`src/rtl/d_memory_arbiter_pkg.sv`:
```
// d_memory_arbiter_pkg: shared widths and FSM state encoding for the d_memory arbiter
package d_memory_arbiter_pkg;
  localparam int AW_DEF = 32;
  localparam int DW_DEF = 32;
  localparam logic [0:0] ST_IDLE = 1'b0;
  localparam logic [0:0] ST_RESP = 1'b1;
endpackage

```
`src/rtl/d_memory_arbiter.sv`:
```
// d_memory_arbiter: shares d_memory between the core data port and a debug host, core first
module d_memory_arbiter
  import d_memory_arbiter_pkg::*;
#(
  parameter int AW           = AW_DEF,
  parameter int DW           = DW_DEF,
  parameter int STARVE_LIMIT = 8
) (
  input  logic          clk_i,
  input  logic          rst_i,
  input  logic [AW-1:0] core_addr_i,
  input  logic [DW-1:0] core_wdata_i,
  input  logic          core_write_i,
  input  logic          core_read_i,
  output logic [DW-1:0] core_rdata_o,
  output logic          core_stall_o,
  input  logic          host_valid_i,
  output logic          host_ready_o,
  input  logic          host_write_i,
  input  logic [AW-1:0] host_addr_i,
  input  logic [DW-1:0] host_wdata_i,
  output logic          host_rvalid_o,
  input  logic          host_rready_i,
  output logic [DW-1:0] host_rdata_o,
  output logic [AW-1:0] mem_addr_o,
  output logic [DW-1:0] mem_wdata_o,
  output logic          mem_write_o,
  input  logic [DW-1:0] mem_rdata_i
);
  localparam int CW = $clog2(STARVE_LIMIT + 1);
  logic [0:0]    state_q, state_d;
  logic [CW-1:0] starve_q, starve_d;
  logic          rvalid_q, rvalid_d;
  logic [DW-1:0] rdata_q, rdata_d;
  logic          idle, core_acc, starved, grant, rd_grant, resp_done;
  always_comb begin
    idle         = state_q == ST_IDLE;
    core_acc     = core_read_i | core_write_i;
    starved      = starve_q == CW'(STARVE_LIMIT);
    host_ready_o = idle & (!core_acc | starved);
    grant        = host_ready_o & host_valid_i;
    rd_grant     = grant & !host_write_i;
    resp_done    = rvalid_q & host_rready_i;
    core_stall_o = grant & core_acc;
    mem_addr_o   = grant ? host_addr_i : core_addr_i;
    mem_wdata_o  = grant ? host_wdata_i : core_wdata_i;
    mem_write_o  = grant ? host_write_i : core_write_i & !core_stall_o;
    core_rdata_o = mem_rdata_i;
    state_d      = rd_grant ? ST_RESP : resp_done ? ST_IDLE : state_q;
    rvalid_d     = rd_grant | (rvalid_q & !host_rready_i);
    rdata_d      = rd_grant ? mem_rdata_i : rdata_q;
    // a waiting host is counted only in IDLE; the count is frozen during a response
    starve_d     = (grant | !host_valid_i) ? '0 :
                   (idle & !starved) ? starve_q + 1'b1 : starve_q;
  end
  always_ff @(posedge clk_i) begin
    if (rst_i) begin
      state_q  <= ST_IDLE;
      starve_q <= '0;
      rvalid_q <= 1'b0;
      rdata_q  <= '0;
    end else begin
      state_q  <= state_d;
      starve_q <= starve_d;
      rvalid_q <= rvalid_d;
      rdata_q  <= rdata_d;
    end
  end
  assign host_rvalid_o = rvalid_q;
  assign host_rdata_o  = rdata_q;
endmodule

```
`config.mk`:
```
export PLATFORM = sky130hd
export DESIGN_NAME = d_memory_arbiter
export DESIGN_NICKNAME = d
export VERILOG_FILES = /design/src/rtl/d_memory_arbiter_pkg.sv /design/src/rtl/d_memory_arbiter.sv
export SDC_FILE = /design/constraint.sdc
export NUM_CORES = 1
export LEC_CHECK = 0
export ABC_AREA = 1
export CAP_MARGIN = 20
export CORE_AREA = 2 2 117 119
export DETAILED_ROUTE_END_ITERATION = 7
export DIE_AREA = 0 0 119 121
export DONT_BUFFER_PORTS = 1
export GPL_ROUTABILITY_DRIVEN = 0
export PLACE_DENSITY_LB_ADDON = 0.15
export SLEW_MARGIN = 20
export SYNTH_ARGS = -nofsm -noshare
export SYNTH_HDL_FRONTEND = slang
export SYNTH_SLANG_ARGS = --single-unit
```
`constraint.sdc`:
```
create_clock -name clk_i -period 4.81 [get_ports clk_i]
set_input_delay 1.2025 -clock clk_i [delete_from_list [all_inputs] [get_ports clk_i]]
set_output_delay 1.2025 -clock clk_i [all_outputs]
set_load 0.05 [all_outputs]
```
==> results of run 1 <==
cells in the final DEF (no fill, tap or decap):
| cell type | count |
|---|---|
| clkbuf_16 | 5 |
| nor2_1 | 66 |
| nand2_2 | 1 |
| nand2_1 | 265 |
| buf_12 | 10 |
| nand4_1 | 2 |
| inv_1 | 42 |
| nand3_1 | 4 |
| clkbuf_1 | 1 |
| a21oi_1 | 4 |
| o21a_1 | 1 |
| xor2_1 | 2 |
| nor2_4 | 1 |
| bufinv_16 | 1 |
| clkinvlp_4 | 1 |
| buf_4 | 59 |
| nand3_2 | 1 |
| inv_2 | 3 |
| dfxtp_1 | 38 |
| ha_1 | 2 |
synth_stat cells:
master and number:
a21oi_1 4, buf_2 11, buf_4 33, buf_6 8, clkbuf_1 3, dfxtp_1 38
ha_1 2, inv_1 42, inv_2 3, nand2_1 265, nand2_2 1, nand3_1 4
nand3_2 1, nand4_1 2, nor2_1 66, nor2_4 1, o21a_1 1, xor2_1 2
cells by family (layout without fill, tap and decap cells):
group,count (synthesis),count (layout)
AND/OR/NAND/NOR,340,340
XOR/XNOR,2,2
flip-flops,38,38
AO/OA/AOI/OAI,5,5
adder cells (fa/ha/maj),2,2
buffers and inverters,100,122
state kept, by name, summed over array words and instances (netlist names):
name,cells
host_rdata_o,32
state_q,1
host_rvalid_o,1
starve_q,4
critical path, cell delays in order:
cell and delay, ns:
inv_1 0.05, nand2_1 0.10, nand2_1 0.11, nand2_2 0.09, nor2_4 0.10, buf_4 0.51
nand2_1 0.16, inv_1 0.36
layout make-up:
type                    count  area, µm²  share of cell area (%)
clock buffers               6        129                    3.87
clock inverters             2       37.5                    1.13
inverters                  45        169                    5.07
multi-input cells         349       1370                    41.2
flip-flops and latches     38        761                    22.8
well taps                 176        220                    6.61
repair buffers             69        643                    19.3
power by group:
part	switching, mW	internal, mW
logic	0.243	0.100
clock network	0.131	0.245
registers	0.0426	0.326
stage by stage:
stage,instances,power [mW],worst slack [ns]
after floorplan,487,0.686,1.39
after global placement,677,0.721,0.937
final,685,1.09,0.890
after CTS,685,1.11,0.896
after global routing,685,1.14,0.762
after detailed placement,677,0.723,0.898
worst paths after layout:
check                            startpoint              end  cells after the start
worst max-delay path            core_read_i     core_stall_o                      8
worst min-delay path                state_q          state_q                      2
worst max register to register  starve_q[0]  host_rdata_o[4]                      9
worst min register to register      state_q          state_q                      2
metal layers:
metal | share of wire (%) | vias to the layer above | global-route usage, %
met1 | 35 | 1171 | 13.5
met2 | 51 | 172 | 23.3
li1 | - | 1421 | -
met3 | 10 | 11 | 4.56
met5 | 0 | - | 0
met4 | 2.6 | 0 | 4.76
==> impl_metrics.tcl, run 1 <==
set metrics [dict create \
    antenna_found_initial 0 \
    power_density_nw_per_um2 327 \
    required_ns 3.61 \
    ctsHtreeMaxLevel 2 \
    grtUsageTotal_pct 12.8 \
    grt_pass1_wl_mm 14.4 \
    port_buffers 0 \
    finalSetupTns_ns 0 \
    clk_pin_slew_ns 0.06 \
    fmax_mhz 255 \
    drc 0 \
    slew_headroom_pct 57.0 \
    ant_nets 0 \
    num_vias 2775 \
    synth_top_area_share_pct 36.8 \
    start_util_pct 20.7 \
    cts_buffers 5 \
    synth_nets 656 \
    diodes 0 \
    crit_path_end_kind "primary output" \
    synth_seq_cells 38 \
    power.leakage_nw 1.90 \
    synth_cell_types 18 \
    placed_area_um2 3170 \
    cp.arrival_ns 2.72 \
    viasPerCell 4.05 \
    drv_slew 0 \
    yosysSeqAreaShare_pct 28.1 \
    first_pass_iters 4 \
    placementRows 42 \
    finalCriticalPeriod_ns 3.92 \
    area_growth_pct 23.1 \
    hpwl_mm 7.79 \
    ctsLongestPathBuffers 2 \
    cts_hold_buf 0 \
    netlist_area_um2 2710 \
    drtIter0Drc 98 \
    design.die.area_um2 14400 \
    syn_area_per_cell_um2 5.56 \
    globalRouteOverflowTotal 0 \
    reg2reg_slack_ns 2.91 \
    nNetsFinal 677 \
    post-synth-top-area-cell "nand2_1" \
    clkLatencyLatePin_ns 0.28 \
    fillCellCount 1516 \
    wl_per_cell_um 14.2 \
    synth_mux_area_share_pct 0 \
    cp_max_fo 66 \
    period_share_pct 81.5 \
    tightest_slew_ns 0.646 \
    status "finished clean" \
    syn_inst 487 \
    critPathKind "in2out" \
    post-route-util_pct 25.5 \
    setup_viol 0 \
    pin_count 299 \
    synth-simple-area-share_pct 48.1 \
    synthAdderAreaFrac_pct 0.925 \
    grt_pass1_vias 2600 \
    cts.repair.resized 0 \
    hold_class "reg2reg" \
    synthTopCellsByArea "nand2_1 37%, dfxtp_1 28%, buf_4 9.2%" \
    yosys_warnings 0 \
    rsz0062_at_grt "false" \
    maxCapViolCount 0 \
    fin_hold_ws_ns 0.468 \
    startpoint_type "primary input" \
    fin_area_um2 3330 \
    cts_root_buf "clkbuf_16" \
    hold_viol 0 \
    grt_max_degree 67 \
    die-height_um 121 \
    die-width_um 119 \
    skew_ns 0.00478 \
    core_um2 13100 \
    synth-xor-area-share_pct 0.647 \
    cts_tree "yes" \
    cts_setup_buffers 0 \
    cts_sinks 38 \
    synth_top_family_by_area "simple AND/OR/NAND/NOR gates" \
    ir_worst_vdd_mv 0.186 \
    drive_gt1_share_pct 16.1 \
    synth_compound_area_share_pct 1.02 \
    finalWirelength_mm 9.70 \
]
Note: power is estimated with default switching activity, not from simulation.
==> run 2: changes to the inputs <==
- CORE_AREA: 2 2 117 119 -> 2 2 116 118
- DIE_AREA: 0 0 119 121 -> 0 0 118 120
- clock period: 4.81 -> 3.4 ns (I/O delays scaled with it)
==> run 2 against run 1 <==
Effect of this change: register-to-register slack worse by 1.4 ns; final cell count is 0.29% higher; routed wire length is 1.0% higher; sequential power is 41% higher; critical endpoint is now mem_addr_o[2]; first-iteration DRC count stayed put; sequential share of layout area is 0.069 points higher; hold slack better by 0.0017 ns; clock power is 43% higher; largest power group unchanged; core utilization is 0.13 points higher.
==> impl_metrics.tcl, run 2 (synthesis results as in run 1) <==
set metrics [dict create \
    period_share_pct 90.4 \
    cts_sinks 38 \
    core_um2 13000 \
    drive_gt1_share_pct 16.4 \
    intPower_mw 0.945 \
    placementRows 42 \
    skew_ns 0.00661 \
    diodes 0 \
    layout_commonest_cell "nand2_1" \
    power.leakage_nw 1.90 \
    cts_root_buf "clkbuf_16" \
    die-height_um 120 \
    design.die.area_um2 14200 \
    drc 0 \
    status "finished clean" \
    critPathBufInv 3 \
    cp_cell_sequence "inv_1 -> ha_1 -> nand3_2 -> nand2_1 -> nand2_2 -> nor2_4 -> buf_4 -> nand2_1 -> nand2_1 -> buf_12" \
    ant_nets 0 \
    cts_hold_buf 0 \
    final_cell_mix "265 x nand2_1, 66 x nor2_1, 63 x buf_4" \
    cpPeakStageDelay_ns 0.46 \
    p_total_mw 1.54 \
    slew_headroom_pct 54.5 \
    ctsHtreeMaxLevel 2 \
    clkLatencyLatePin_ns 0.28 \
    finalSetupTns_ns 0 \
    grt_max_degree 67 \
    critPathMostFrequentCell "nand2_1" \
    cp.arrival_ns 2.22 \
    ctsLongestPathBuffers 2 \
    maxCapViolCount 0 \
    finalCriticalPeriod_ns 3.07 \
    cp_max_fo 49 \
    cts_setup_buffers 0 \
    first_pass_iters 4 \
    p_switching_mw 0.598 \
    cts_tree "yes" \
    globalRouteOverflowTotal 0 \
    area_growth_pct 22.7 \
    fin_hold_ws_ns 0.470 \
    hold_viol 0 \
    startpoint_type "flop" \
    setup_viol 0 \
    viasPerCell 4.04 \
    finalWirelength_mm 9.80 \
    start_util_pct 20.9 \
    pin_count 299 \
    clk_pin_slew_ns 0.06 \
    slowest_stage "buf_4" \
    cts_buffers 5 \
    fmax_mhz 325 \
    ir_worst_vdd_mv 0.264 \
    grt_pass1_vias 2696 \
    power_switching_share_pct 38.8 \
    hpwl_mm 7.71 \
    seqPwrFrac_pct 33.8 \
    required_ns 2.55 \
    nNetsFinal 679 \
    wl_per_cell_um 14.3 \
    clkPwrFrac_pct 34.9 \
    critPathKind "reg2out" \
    largest_reg_flops 32 \
    share_comb_of_total_power_pct 31.4 \
    cpLargestDelayFamily "buffers and inverters" \
    rsz0062_at_grt "false" \
    grt_pass1_wl_mm 14.6 \
    drtIter0Drc 98 \
    port_buffers 0 \
    cts.repair.resized 0 \
    crit_path_end_kind "primary output" \
    hold_class "reg2reg" \
    grtUsageTotal_pct 13.0 \
    power_density_nw_per_um2 464 \
    antenna_found_initial 0 \
    drv_slew 0 \
    num_vias 2776 \
    die-width_um 118 \
    tightest_slew_ns 0.683 \
]
run 2: metal layers:
layer	vias up	GRT usage (%)	wire length, µm
met5	-	0	0
met4	0	4.07	199
met3	14	5.80	1130
met2	162	22.6	4700
met1	1174	14.3	3780
li1	1426	-	-
run 2: layout make-up:
type	count	area, µm²
Multi-Input combinational cell	349	1370
Fill cell	1506	9660
Tap cell	176	220
Inverter	45	169
Clock inverter	2	37.5
Clock buffer	6	129
Sequential cell	38	761
Timing Repair Buffer	71	633
run 2: power groups by stage:
stage / combinational (mW) / clock (mW) / sequential, mW
floorplan: 0.443 / 0 / 0.528
global placement: 0.484 / 0 / 0.531
finish: 0.484 / 0.538 / 0.521
CTS: 0.489 / 0.562 / 0.522
detailed placement: 0.487 / 0 / 0.532
global route: 0.514 / 0.582 / 0.523
run 2: worst min-delay path, stage by stage, from the launching register on:
cell and delay [ns]:
dfxtp_1 0.32, nand2_1 0.06, a21oi_1 0.05
run 2: through the flow:
stage	setup slack (ns)	cells	util (%)	cell area, µm²
global placement	0.433	679	24.3	3160
floorplan	0.683	487	-	2710
detailed placement	0.368	679	24.3	3160
global route	0.107	687	25.6	3320
CTS	0.287	687	25.6	3320
finish	0.327	687	25.6	3320
run 2: path summary, 6_finish.rpt:
path,start,endpoint,slack [ns],depth (start not counted)
max,starve_q[0],mem_addr_o[2],0.33,10
min,state_q,state_q,0.47,2
max reg2reg,starve_q[0],host_rdata_o[18],1.49,9
min reg2reg,state_q,state_q,0.47,2
==> run 3: changes to the inputs <==
--- a/config.mk
+++ b/config.mk
@@ -7,5 +7,5 @@
 export LEC_CHECK = 0
 export ABC_AREA = 1
-export CAP_MARGIN = 20
+export CAP_MARGIN = 40
 export CORE_AREA = 2 2 116 118
 export DETAILED_ROUTE_END_ITERATION = 7
==> constraint.sdc (replaced) <==
create_clock -name clk_i -period 3.4 [get_ports clk_i]
set_input_delay 0.68 -clock clk_i [delete_from_list [all_inputs] [get_ports clk_i]]
set_output_delay 0.68 -clock clk_i [all_outputs]
set_load 0.05 [all_outputs]
==> run 3 against run 2 <==
Effect of this change: routed wire length decreased by 0.85%; via count increased by 1.9%; largest cell class unchanged; count of clock-buffer cells in the layout decreased by 1; die area unchanged; highest routed layer unchanged.
==> impl_metrics.tcl, run 3 (synthesis results as in run 1) <==
set metrics [dict create \
    fillCellCount 1506 \
    clkLatencyLatePin_ns 0.28 \
    die-height_um 120 \
    route.met2.wl_mm 4.63 \
    slew_headroom_pct 55.7 \
    timing.rr.end "host_rdata_o[18]" \
    cpPeakStageDelay_ns 0.44 \
    cts.repair.resized 0 \
    num_vias 2828 \
    cts_setup_buffers 0 \
    intPower_mw 0.861 \
    pre_cts_slack_ns 0.750 \
    cp_cell_sequence "inv_1 -> ha_1 -> nand3_2 -> nand2_1 -> nand2_2 -> nor2_4 -> buf_4 -> nand2_1 -> nand2_1 -> buf_4" \
    drv_slew 0 \
    viasPerCell 4.12 \
    cts_sinks 38 \
    placementRows 42 \
    drtIter0Drc 101 \
    ir_worst_vdd_mv 0.211 \
    final_cell_mix "265 x nand2_1, 66 x nor2_1, 64 x buf_4" \
    grt_pass1_wl_mm 14.8 \
    power_switching_share_pct 40.5 \
    finalWirelength_mm 9.72 \
    pin_count 299 \
    clkPwrFrac_pct 30.6 \
    share_comb_of_total_power_pct 33.3 \
    rsz0062_at_grt "false" \
    setup_slack_ns 0.547 \
    crit_path_end_kind "primary output" \
    diodes 0 \
    cts_root_buf "clkbuf_16" \
    maxCapViolCount 0 \
    hp-start "rst_i" \
    die-width_um 118 \
    cts_buffers 5 \
    seqPwrFrac_pct 36.1 \
    status "finished clean" \
    core_um2 13000 \
    critPathBufInv 3 \
    placed_cells 679 \
    wl_per_cell_um 14.2 \
    worst_hold_path.endpoint "host_rvalid_o" \
    cpLargestDelayFamily "buffers and inverters" \
    grt_pass1_vias 2706 \
    skew_ns 0.00402 \
    route.met3.wl_mm 1.09 \
    power.leakage_nw 1.89 \
    area_growth_pct 21.1 \
    grtUsageTotal_pct 13.1 \
    p_switching_mw 0.585 \
    largest_reg_flops 32 \
    stdcell_count 686 \
    port_buffers 0 \
    hpwl_mm 7.74 \
    start_util_pct 20.9 \
    critPathMostFrequentCell "nand2_1" \
    ctsLongestPathBuffers 2 \
    worstRegToRegCells 9 \
    route.top_layer_used "met4" \
    critPathKind "reg2out" \
    antenna_found_initial 0 \
    tightest_slew_ns 0.664 \
    reg2reg_slack_ns 1.51 \
    nNetsFinal 679 \
    cts_tree "yes" \
    cp.arrival_ns 2.17 \
    period_share_pct 83.9 \
    globalRouteOverflowTotal 0 \
    ant_nets 0 \
    drc 0 \
    finalCriticalPeriod_ns 2.85 \
    r2r-start "starve_q[0]" \
    holdPathStages 1 \
    hold_class "in2reg" \
    first_pass_iters 6 \
    finalSetupTns_ns 0 \
    ctsHtreeMaxLevel 2 \
    startpoint "starve_q[0]" \
    wl_met1_mm 3.69 \
    startpoint_type "flop" \
    drive_gt1_share_pct 16.5 \
    required_ns 2.72 \
    hold_viol 0 \
    power_density_nw_per_um2 441 \
    setup_viol 0 \
    slowest_stage "buf_4" \
    grt_max_degree 67 \
    layout_commonest_cell "nand2_1" \
    clk_pin_slew_ns 0.06 \
    cp_max_fo 49 \
    cts_hold_buf 0 \
    fmax_mhz 350 \
    design.die.area_um2 14200 \
]
run 3: cell type report:
cell class,count,area [µm²],share of cell area [%]
Tap cell,176,220,6.72
Clock inverter,2,10.0,0.305
Inverter,45,169,5.15
Clock buffer,5,125,3.82
Sequential cell,38,761,23.2
Multi-Input combinational cell,349,1370,41.9
Timing Repair Buffer,71,621,18.9
run 3: worst max path at each step:
stage / end / slack (ns) / depth (start not counted)
3_5_place_dp: mem_addr_o[2] / 0.75 / 9
2_1_floorplan: mem_addr_o[19] / 1.02 / 9
3_3_place_gp: mem_addr_o[2] / 0.78 / 9
4_1_cts: mem_addr_o[2] / 0.49 / 10
6_report: mem_addr_o[26] / 0.55 / 10
5_1_grt: mem_wdata_o[4] / 0.31 / 10
run 3: layer usage:
metal	global-route usage (%)	vias up
met3	5.80	21
met4	5.35	0
met5	0	-
li1	-	1423
met1	14.2	1214
met2	22.3	170
run 3: worst reg2reg max path, cell delays in order (launching register included):
cell and delay, ns:
dfxtp_1 0.37, inv_1 0.07, ha_1 0.21, nand3_2 0.12
nand2_1 0.09, nand4_1 0.10, buf_4 0.52, nand2_1 0.17
nand2_1 0.09, nor2_1 0.04
run 3: power groups by stage:
stage	Clock (mW)	Combinational (mW)	Sequential, mW
3_3_place_gp	0	0.482	0.531
5_1_grt	0.489	0.512	0.523
2_1_floorplan	0	0.443	0.528
6_report	0.443	0.481	0.521
3_5_place_dp	0	0.486	0.531
4_1_cts	0.472	0.487	0.521
run 3: through the flow:
step	util [%]	hold WS [ns]	power (mW)	area, µm²
after floorplan	-	0.449	0.970	2710
after global placement	24.2	0.465	1.01	3140
after detailed placement	24.2	0.475	1.02	3140
after CTS	25.3	0.449	1.48	3280
after global routing	25.3	0.447	1.52	3280
final	25.3	0.462	1.45	3280
==> RTL edit: new RTL, settings of run 3 <==
The package constant `AW_DEF` goes from 32 to 48.
--- a/src/rtl/d_memory_arbiter_pkg.sv
+++ b/src/rtl/d_memory_arbiter_pkg.sv
@@ -2,3 +2,3 @@
 package d_memory_arbiter_pkg;
-  localparam int AW_DEF = 32;
+  localparam int AW_DEF = 48;
   localparam int DW_DEF = 32;
Ports: changed (resized core_addr_i, host_addr_i and mem_addr_o); port bits go from 299 to 347. No check against the original RTL was run, so the function may have changed too.
==> RTL edit against run 3 <==
Fmax down 3.3%; critical endpoint is now mem_wdata_o[7]; wire length up 21%; sequential cell count unchanged; synthesized area up 10%; setup slack worse by 98 ps; design area up 11%; total power up 19%; sequential power about the same; critical path type unchanged; synthesized cell count up 11%.
==> RTL edit: results (changes against run 3) <==
placed wire-length estimate = 9624 um (+24%)
worst r2r src = starve_q[0]
layout cells sized above 1 = 17.42% (+0.95 points)
Synth top cells by count = 312 x nand2_1, 66 x nor2_1, 43 x inv_1
vias in the first global route = 2950 (+9.0%)
initial antenna violation count = 2 (+2)
Fillers = 1495 (-0.73%)
XOR/XNOR Fraction of Synth Area = 0.5865% (-0.061 points)
Hold Path Class = reg2reg
crit-path max FO = 70 (+43%)
Data arrival, critical path = 2270 ps (+100 ps)
global-route wire length before repair = 17070 um (+16%)
Slew HR = 58.44% (+2.7 points)
Pleak = 2.129 nW (+13%)
outcome = complete, no violations
Nets = 774 (+14%)
DRT Wirelength = 11750 um (+21%)
ranking of synthesized cells by area = nand2_1 39%, dfxtp_1 25%, buf_4 8.3%, nor2_1 8.3%, inv_1 5.4%
Post-Place Worst Slack = 607.8 ps (-141.8 ps)
Hold Startpoint = state_q
GRT Resource Usage Total = 15.67% (+2.6 points)
Seq/Total Area, Yosys = 25.47% (-2.6 points)
Synth Area in Compound Gates = 0.9217% (-0.095 points)
Iter 0 DRT Violations = 193 (+91%)
Synth Net Count = 740 (+13%)
Vias = 3217 (+14%)
IR drop worst, VDD = 0.2623 mV (+25%)
Net Sw Frac = 38.36% (-2.1 points)
DP Area = 3451 sq um (+9.8%)
Synth cell types = 19 (+1)
Clock Skew = 3.647 ps (-0.3742 ps)
Min-Delay Path Depth = 2 (+1)
largest net degree at the start of global routing = 72 (+7.5%)
Post-Synth Adder-Cell Area = 0.8379% (-0.087 points)
First-pass DRT Iterations = 5 (-1)
==> RTL edit: cell count changes after synthesis, sizes merged <==
cell,delta
buf,+4
nand2,+48
==> RTL edit: final cells by class <==
class | instances | share of cell area, %
well taps | 176 | 6.034
inverters | 45 | 4.628
repair buffers | 86 | 20.43
clock buffers | 6 | 3.805
multi-input cells | 397 | 42.61
flip-flops and latches | 38 | 20.84
clock inverters | 2 | 1.646
==> RTL edit: path summary, 6_finish.rpt <==
path | endpoint | slack [ps]
worst max register to register | host_rdata_o[11] | 1530
worst min-delay path | state_q | 460
worst max-delay path | mem_wdata_o[7] | 450
worst min register to register | state_q | 460
==> RTL edit: critical path, stage by stage (launching register included) <==
cell and delay (ps):
dfxtp_1 340, inv_1 80, ha_1 160, nand3_2 130, nand2_2 100, nand2_2 80
nor2_4 280, inv_2 180, buf_12 230, nand2_1 100, nand2_1 70, buf_4 190
==> RTL edit: cells by family after synthesis <==
logic type                 count (synthesis)
DFF                                       38
xor gates and xnor gates                   2
buffers and inverters                    104
and+or+nand+nor                          388
AOI/OAI and AO/OA                          5
adders and majority gates                  2
==> RTL edit: stage by stage <==
stage          util [%]  std cells
6_report          28.12        750
5_1_grt           28.12        750
4_1_cts           28.12        750
3_5_place_dp      26.59        742
3_3_place_gp      26.59        742
2_1_floorplan         -        539
==> RTL edit: layer usage <==
metal	track usage, %	vias to the layer above	part of all wire, %
met5	0	-	0.19
met4	3.916	4	1.1
met3	5.941	16	10
met2	27.36	193	50
met1	18.03	1402	39
li1	-	1602	-
==> RTL edit: power by group through the flow <==
stage	Combinational, mW	Sequential, mW	Clock, mW
finish	0.578	0.522	0.622
global route	0.614	0.523	0.660
CTS	0.584	0.522	0.646
detailed placement	0.582	0.532	0
global placement	0.579	0.531	0
floorplan	0.523	0.528	0
